File: config.mk
export PLATFORM = sky130hd
export DESIGN_NAME = sample_ring_buffer_flat
export DESIGN_NICKNAME = d
export VERILOG_FILES = /design/src/rtl/sample_ring_buffer_if.sv /design/src/rtl/sample_ring_buffer.sv /design/src/flat_wrapper.sv
export SDC_FILE = /design/constraint.sdc
export NUM_CORES = 1
export LEC_CHECK = 0
export ABC_AREA = 1
export ABC_CLOCK_PERIOD_IN_PS = 2300
export CORE_ASPECT_RATIO = 1.2
export CORE_MARGIN = 2
export CORE_UTILIZATION = 35
export CTS_CLUSTER_SIZE = 30
export DETAILED_ROUTE_END_ITERATION = 10
export GPL_TIMING_DRIVEN = 0
export HOLD_SLACK_MARGIN = 0.12
export PLACE_DENSITY_LB_ADDON = 0.05
export SYNTH_ARGS = -nofsm -noshare
export SYNTH_HDL_FRONTEND = slang
export SYNTH_SLANG_ARGS = --single-unit
File: constraint.sdc
create_clock -name clk -period 2.3 [get_ports clk]
set_input_delay 0.23 -clock clk [delete_from_list [all_inputs] [get_ports clk]]
set_output_delay 0.23 -clock clk [all_outputs]
set_load 0.01 [all_outputs]
File: src/rtl/sample_ring_buffer_if.sv
// rtl/sample_ring_buffer_if.sv - age-indexed read request/response port of the sample ring buffer
interface sample_ring_buffer_if #(
  parameter int DATA_W = 12,
  parameter int DEPTH  = 128
);
  localparam int ADDR_W = $clog2(DEPTH);

  logic              read_req;
  logic [ADDR_W-1:0] read_age;
  logic [DATA_W-1:0] read_data;
  logic              read_valid;
  logic              read_err;

  // Computation unit side: issues requests, receives responses.
  modport master (
    output read_req, read_age,
    input  read_data, read_valid, read_err
  );

  // Buffer side: serves requests.
  modport slave (
    input  read_req, read_age,
    output read_data, read_valid, read_err
  );
endinterface

File: src/rtl/sample_ring_buffer.sv
// rtl/sample_ring_buffer.sv - circular ADC sample buffer with age-indexed reads and freeze
module sample_ring_buffer #(
  parameter int DATA_W = 12,
  parameter int DEPTH  = 128,
  parameter int DROP_W = 16,
  localparam int ADDR_W = $clog2(DEPTH)
) (
  input  logic              clk,
  input  logic              reset,
  input  logic              write_en,
  input  logic [DATA_W-1:0] data_in,
  input  logic              clear,
  input  logic              freeze,
  sample_ring_buffer_if.slave rd,
  output logic [DATA_W-1:0] latest_output,
  output logic [ADDR_W-1:0] index,
  output logic [ADDR_W:0]   count,
  output logic              full,
  output logic              wrap,
  output logic [DROP_W-1:0] dropped
);

  localparam logic [ADDR_W:0] FULL_COUNT = (ADDR_W+1)'(DEPTH);

  logic [DATA_W-1:0] mem [DEPTH];
  logic              write_en_q;
  logic              wr_event;
  logic              wr_accept;
  logic [ADDR_W-1:0] rd_addr;
  logic              age_ok;

  // One event per rising edge of the strobe, however long it stays high.
  assign wr_event  = write_en & ~write_en_q;
  // Clear wins over a same-cycle event; freeze diverts it to the drop counter.
  assign wr_accept = wr_event & ~freeze & ~clear;
  // Age 0 is the slot just behind the write pointer; wraps naturally in ADDR_W bits.
  assign rd_addr   = index - ADDR_W'(1) - rd.read_age;
  // Ages at or beyond the fill level would expose stale memory.
  assign age_ok    = {1'b0, rd.read_age} < count;
  assign full      = (count == FULL_COUNT);

  // Sample storage; left unreset so it can map onto a RAM.
  always_ff @(posedge clk) begin
    if (reset && wr_accept) begin
      mem[index] <= data_in;
    end
  end

  // Write-side pointer, fill level, wrap pulse and drop accounting.
  always_ff @(posedge clk) begin
    if (!reset) begin
      write_en_q    <= 1'b0;
      latest_output <= '0;
      index         <= '0;
      count         <= '0;
      wrap          <= 1'b0;
      dropped       <= '0;
    end else begin
      write_en_q <= write_en;
      wrap       <= 1'b0;
      if (clear) begin
        index   <= '0;
        count   <= '0;
        dropped <= '0;
      end else if (wr_event) begin
        if (freeze) begin
          if (dropped != '1) begin
            dropped <= dropped + DROP_W'(1);
          end
        end else begin
          latest_output <= data_in;
          index         <= index + ADDR_W'(1);
          wrap          <= &index;
          if (count != FULL_COUNT) begin
            count <= count + (ADDR_W+1)'(1);
          end
        end
      end
    end
  end

  // Registered read response, one cycle after the request, using pre-edge pointers.
  always_ff @(posedge clk) begin
    if (!reset) begin
      rd.read_data  <= '0;
      rd.read_valid <= 1'b0;
      rd.read_err   <= 1'b0;
    end else if (clear) begin
      rd.read_valid <= 1'b0;
      rd.read_err   <= 1'b0;
    end else begin
      rd.read_valid <= rd.read_req;
      if (rd.read_req) begin
        if (age_ok) begin
          rd.read_data <= mem[rd_addr];
          rd.read_err  <= 1'b0;
        end else begin
          rd.read_data <= '0;
          rd.read_err  <= 1'b1;
        end
      end
    end
  end

endmodule

File: src/flat_wrapper.sv
// flat-port wrapper written by rule: the top's interface ports become plain ports
module sample_ring_buffer_flat 
#(
  parameter int DATA_W = 12,
  parameter int DEPTH  = 128,
  parameter int DROP_W = 16,
  localparam int ADDR_W = $clog2(DEPTH)
)
  (clk, reset, write_en, data_in, clear, freeze, latest_output, index, count, full, wrap, dropped, rd_read_req, rd_read_age, rd_read_data, rd_read_valid, rd_read_err);
  sample_ring_buffer_if #(.DATA_W(DATA_W), .DEPTH(DEPTH)) rd_i ();
  input  logic clk;
  input  logic reset;
  input  logic write_en;
  input  logic [DATA_W-1:0] data_in;
  input  logic clear;
  input  logic freeze;
  output logic [DATA_W-1:0] latest_output;
  output logic [ADDR_W-1:0] index;
  output logic [ADDR_W:0] count;
  output logic full;
  output logic wrap;
  output logic [DROP_W-1:0] dropped;
  input wire logic [$bits(rd_i.read_req)-1:0] rd_read_req;
  input wire logic [$bits(rd_i.read_age)-1:0] rd_read_age;
  output wire logic [$bits(rd_i.read_data)-1:0] rd_read_data;
  output wire logic [$bits(rd_i.read_valid)-1:0] rd_read_valid;
  output wire logic [$bits(rd_i.read_err)-1:0] rd_read_err;
  assign rd_i.read_req = rd_read_req;
  assign rd_i.read_age = rd_read_age;
  assign rd_read_data = rd_i.read_data;
  assign rd_read_valid = rd_i.read_valid;
  assign rd_read_err = rd_i.read_err;
  sample_ring_buffer #(.DATA_W(DATA_W), .DEPTH(DEPTH), .DROP_W(DROP_W)) u_core (.clk(clk), .reset(reset), .write_en(write_en), .data_in(data_in), .clear(clear), .freeze(freeze), .rd(rd_i), .latest_output(latest_output), .index(index), .count(count), .full(full), .wrap(wrap), .dropped(dropped));
endmodule
Word-level counts from Yosys, hierarchy flattened --
Memories as Yosys holds them, arrays and structs flattened. Cells that the tools add are included.
Word-level totals: flip-flop bits (word level) 59, bits in latches 0, bits in writable memories 1536, ROM bits 0, word-level logic and storage cells 40, memories 1
Memories:
- u_core.mem | depth 128, width 12, read ports 1, clocked after memory_dff 0, write ports 1, RTL line sample_ring_buffer.sv:25 | logic [DATA_W-1:0] mem [DEPTH];
Operators by class: add/sub/neg operators 5, multiply operators 0, divide/modulo/power cells 0, magnitude comparators 1, equal/unequal tests 3, shift operators 0, muxes and demuxes 4, bitwise operators 8, reductions and logical operators 9
Operators with widths (number):
- 16-bit by 1-bit adder with 16-bit output, second input constant | 1
- 16-bit != test, second input constant | 1
- 12-bit 2-to-1 mux | 1
- 3-bit AND reduction | 3
- 8-bit by 1-bit adder with 8-bit output, second input constant | 1
- 8-bit == test, second input constant | 1
- 7-bit by 8-bit < comparator with 1-bit output | 1
- 8-bit != test, second input constant | 1
- 7-bit by 1-bit adder with 7-bit output, second input constant | 1
- 7-bit AND reduction | 1
- 7-bit by 1-bit subtractor with 7-bit output, second input constant | 1
- 7-bit subtractor | 1
- 1-bit NOT | 5
- 2-bit AND reduction | 2
- 4-bit OR reduction | 1
- 1-bit AND | 3
- 1-bit 2-to-1 mux | 3
- 2-bit OR reduction | 1
- 1-bit logical AND | 1

Longest topological paths before layout --
word-level depth 7, depth in mapped cells 17

Worst setup path before layout --
No wires, ideal clock.
kind reg-to-reg, start point register u_core.index[0], end point register u_core.rd.read_data[0], library setup time 132 ps, data arrival time 2349 ps, data required time 2168 ps, slack -182 ps, stages on the path, launching flop included 16, period minus slack after synthesis 2482 ps, path through dfxtp_1 ha_1 fa_1 buf_2 inv_2 buf_2 clkbuf_1 nand3_1 nand3_1 nand2_1 nand2_1 nand3_1 nand3_1 nand3_1 nand3_1 a21oi_1
Between the ends: cells in the longest elaborated chain, start to end 4
RTL lines:
- start, declared | RTL line sample_ring_buffer.sv:16 | output logic [ADDR_W-1:0] index,
- start signal, assigned | RTL line sample_ring_buffer.sv:72 | index <= index + ADDR_W'(1);
- 7-bit by 1-bit subtractor with 7-bit output | RTL line sample_ring_buffer.sv:37 | assign rd_addr = index - ADDR_W'(1) - rd.read_age;
- 7-bit subtractor | RTL line sample_ring_buffer.sv:37
- memory 128 x 12 bit
- 12-bit 2-to-1 mux | RTL line sample_ring_buffer.sv:94 | if (age_ok) begin
- end signal, assigned | RTL line sample_ring_buffer.sv:95 | rd.read_data <= mem[rd_addr];
- end, declared | RTL line sample_ring_buffer_if.sv:23 | output read_data, read_valid, read_err
No other way between the ends. A chain may end at the register's enable or synchronous reset.

Worst setup path in the final report --
Same ends and word-level chain as after synthesis.

==> flow_summary.toml <==
[status]
run_status = "complete, but fails checks"
violations = "setup timing"

[timing]
tightest_slew_ns = 0.862
timing_max_transition_violations_final = 0
achievable-frequency_mhz = 319
fin_ws_ns = -0.830
clock-skew-final_ns = 0.0298
hold_viol = 0
unrepaired_setup_endpoints_after_global_routing = "yes"
final_min_period_over_clock_period_pct = 136
fin_crit_ns = 3.13
final-setup-viol-count = 27
setup_tns_ns = -9.71
worst_slew_margin_rel_pct = 42.5

[die]
core_area_sq_um = 186000
die_h_um = 478
die_w_um = 399
design.portCount = 84
dieArea_sq_um = 191000
placement_rows = 173
start_util_pct = 35.3

[drt]
antenna_left = 0
drt_first_iter_violations = 4711
detail_route.first_pass.iterations = 5
routed-via-count = 46900
drt_drc_violations_left = 0
avgRoutedWirePerCell_um = 31.7
vias_per_cell = 5.32
drt-total-wl_mm = 279

[grt]
grt.total_usage_pct = 29.0
grt_pass1_wl_mm = 376
remaining_overflow_grt = 0
grt_start_max_net_pins = 89
grt_antenna_before_repair = 8
grt_pass1_vias = 45300

[pwr]
power.density_cell_area_nw_per_um2 = 809
leakage_nw = 29.2
ir_worst_vdd_mv = 0.621

[clocking]
cts_root_buf = "clkbuf_16"
ctsHtreeMaxLevel = 4
worst_skew_pair.late_latency_ns = 0.83
cts.reportedPaths.clkPinSlew_ns = 0.07
numCtsBuffers = 172
tritoncts = "built"
cts.sink_count = 1595
clock_path_buffers = 3

[placement]
place.detailed.instances = 8332
hpwl_mm = 196
buffer_ports.inserted = 83
finalWeightedCongestion = 0.934

[finish]
final_util_pct = 43.9
finish.net_count = 6254
drive_above_1_share_pct = 19.5
final_cell_count_no_fill = 8805
synthToLayoutAreaGrowth_pct = 24.5

[critical_path]
worst-endpoint-arrival_ns = 3.82
timing.critical_path.mode_cell = "nand3_2"
slowest_stage = "fa_2"
reg2reg_slack_ns = -0.83
worstSetupPathDepth = 14
worst-setup-path-type = "reg2reg"
critPathMaxFanout = 10
cp.buffers_inverters = 3
cpPeakStageDelay_ns = 0.55
timing.reg2reg.worst_path_depth = 14
timing.critical_path.from_type = "flop"
cpLargestDelayFamily = "simple AND/OR/NAND/NOR gates"
timing.critical_path.to_type = "flop"
timing.critical_path.cells = "ha_4, fa_2, buf_12, clkbuf_16, buf_8, nand3_1, nand3_2, nand2_1, nand2_1, nand3_2, nand3_1, nand3_2, nand3_4, a21oi_2"
worstPathRequired_ns = 2.99

[yosys]
synth-seq-area-share_pct = 72.3
ys.warnings.count = 0
synth_fp_nets = 5751
async_flop_share_pct = 0
count_of_flip_flops_with_a_built_in_enable_after_synthesis = 1536
synth-seq-cells = 1595
synth_ff_type = "edfxtp_1"
netlist_area_sq_um = 65500
count_of_distinct_cell_types_in_the_synthesized_netlist = 36
syn_inst = 5709
postSynthAreaPerCell_sq_um = 11.5

[hold_path]
hold_depth = 3
holdCritPathClass = "in2reg"

[flow_run]
max_cap_viol_count = 0
## per-layer routing
metal | GRT usage [%] | vias up | part of all wire (%)
met4 | 12.8 | 4 | 4.9
li1 | - | 21000 | -
met1 | 37.8 | 23700 | 41
met3 | 4.11 | 419 | 5.6
met2 | 47.9 | 1670 | 48
met5 | 0 | - | 0.063
## layout by cell type (no fill, tap or decap), types with 8 or more instances in the layout
cell type        instances
nand3_4                 39
nand2_1               1849
bufinv_16                8
nor3_1                  15
clkbuf_8                16
clkinv_1                38
dlygate4sd3_1           17
ha_1                    15
buf_4                  164
dfxtp_1                 56
clkbuf_16              181
clkinv_2                25
nor2_1                  70
a21oi_2                  8
nor2_4                  89
clkbuf_1                50
nand2_4                 11
nand3_2                 95
o21ai_1                 10
clkdlybuf4s50_1         70
buf_12                  69
buf_6                   75
nand4_1                 10
nand2_2                107
nor2_2                  47
inv_1                   77
clkbuf_4                17
a21oi_1                 28
edfxtp_1              1536
nand3_1               1221
o21ai_0                 34
buf_8                   72
buf_2                  139
buf_16                  25
## worst reg2reg max path, delay by kind of cell, from the launching register on
family | cells | cell delay (ns)
AOI/OAI and AO/OA | 1 | 0.06
adders and majority gates | 2 | 0.72
buffers and inverters | 3 | 0.64
DFF | 1 | 0.37
and+or+nand+nor | 8 | 1.22
## synthesized netlist by cell type (3+ instances only)
| library cell | count | area [sq um] |
|---|---|---|
| buf_4 | 56 | 420 |
| nand2_1 | 1967 | 7380 |
| clkbuf_1 | 44 | 165 |
| o21ai_0 | 34 | 170 |
| nor3_1 | 18 | 90.1 |
| buf_1 | 9 | 33.8 |
| edfxtp_1 | 1536 | 46100 |
| a21oi_1 | 35 | 175 |
| nand4_1 | 10 | 62.6 |
| inv_1 | 80 | 300 |
| buf_2 | 230 | 1150 |
| nor2_1 | 204 | 766 |
| ha_1 | 16 | 200 |
| o21ai_1 | 11 | 55.1 |
| buf_6 | 16 | 180 |
| nand3_1 | 1354 | 6780 |
| dfxtp_1 | 59 | 1180 |
| xnor2_1 | 3 | 26.3 |
| inv_2 | 6 | 22.5 |
## stage by stage
stage	cell area, sq um	setup slack (ns)	hold slack (ns)	power, mW
2_1_floorplan	65500	0.0114	0.323	35.4
3_3_place_gp	69400	-4.49	0.456	39.0
4_1_cts	80400	-0.753	0.146	66.2
3_5_place_dp	71200	-3.20	0.459	38.9
5_1_grt	81500	-0.813	0.204	67.7
6_report	81500	-0.830	0.203	66.0
## worst paths after layout
| check | start | end |
|---|---|---|
| worst max-delay path | u_core.index[0]$_SDFFE_PP0P_ | u_core.rd.read_data[0]$_SDFFE_PN0P_ |
| worst min-delay path | reset | u_core.rd.read_data[11]$_SDFFE_PN0P_ |
| worst max register to register | u_core.index[0]$_SDFFE_PP0P_ | u_core.rd.read_data[0]$_SDFFE_PN0P_ |
| worst min register to register | u_core.rd.read_data[2]$_SDFFE_PN0P_ | u_core.rd.read_data[2]$_SDFFE_PN0P_ |
## sequential cells by signal (all words and copies together) (netlist names)
register              count
u_core.dropped           16
u_core.index              7
u_core.count              8
u_core.rd.read_valid      1
u_core.mem             1536
u_core.write_en_q         1
u_core.latest_output     12
u_core.rd.read_data      12
u_core.wrap               1
u_core.rd.read_err        1
## cell families (layout without fill, tap and decap cells)
logic type / count (synthesis) / after routing / share of synthesized area, %
other: 0 / 7 / 0
buffers and inverters: 441 / 1080 / 3.47
AND/OR/NAND/NOR: 3564 / 3564 / 23.2
AO/OA/AOI/OAI: 86 / 86 / 0.680
XOR/XNOR: 6 / 6 / 0.0918
flip-flops: 1595 / 1595 / 72.3
adder cells (fa/ha/maj): 17 / 17 / 0.336
## report_power, final
group / leakage [nW] / total, mW / switching (mW) / internal (mW)
Clock: 2.59 / 26.9 / 11.9 / 14.9
Combinational: 12.3 / 7.23 / 5.36 / 1.87
Sequential: 14.3 / 31.9 / 0.0156 / 31.8
Total: 29.2 / 66.0 / 17.3 / 48.6
## area by class of cell
type / count / area (sq um)
fillers: 17300 / 104000
flip-flops and latches: 1595 / 47300
multi-input cells: 3673 / 18100
clock buffers: 221 / 4560
repair buffers: 329 / 4440
well taps: 2450 / 3070
plain buffers: 355 / 2970
clock inverters: 89 / 739
inverters: 86 / 343
diodes: 7 / 17.5
## repair_timing
item                                    4_1_cts  5_1_grt
endpoints found under the setup margin     1567      935
pin swaps                                    76       49
hold buffers                                 17        0
buffers inserted                             99       34
gates cloned                                  4        2
resized for setup                           584      169
hold endpoints to repair                    717        0
No activity file was read; power rests on OpenSTA's default activity.
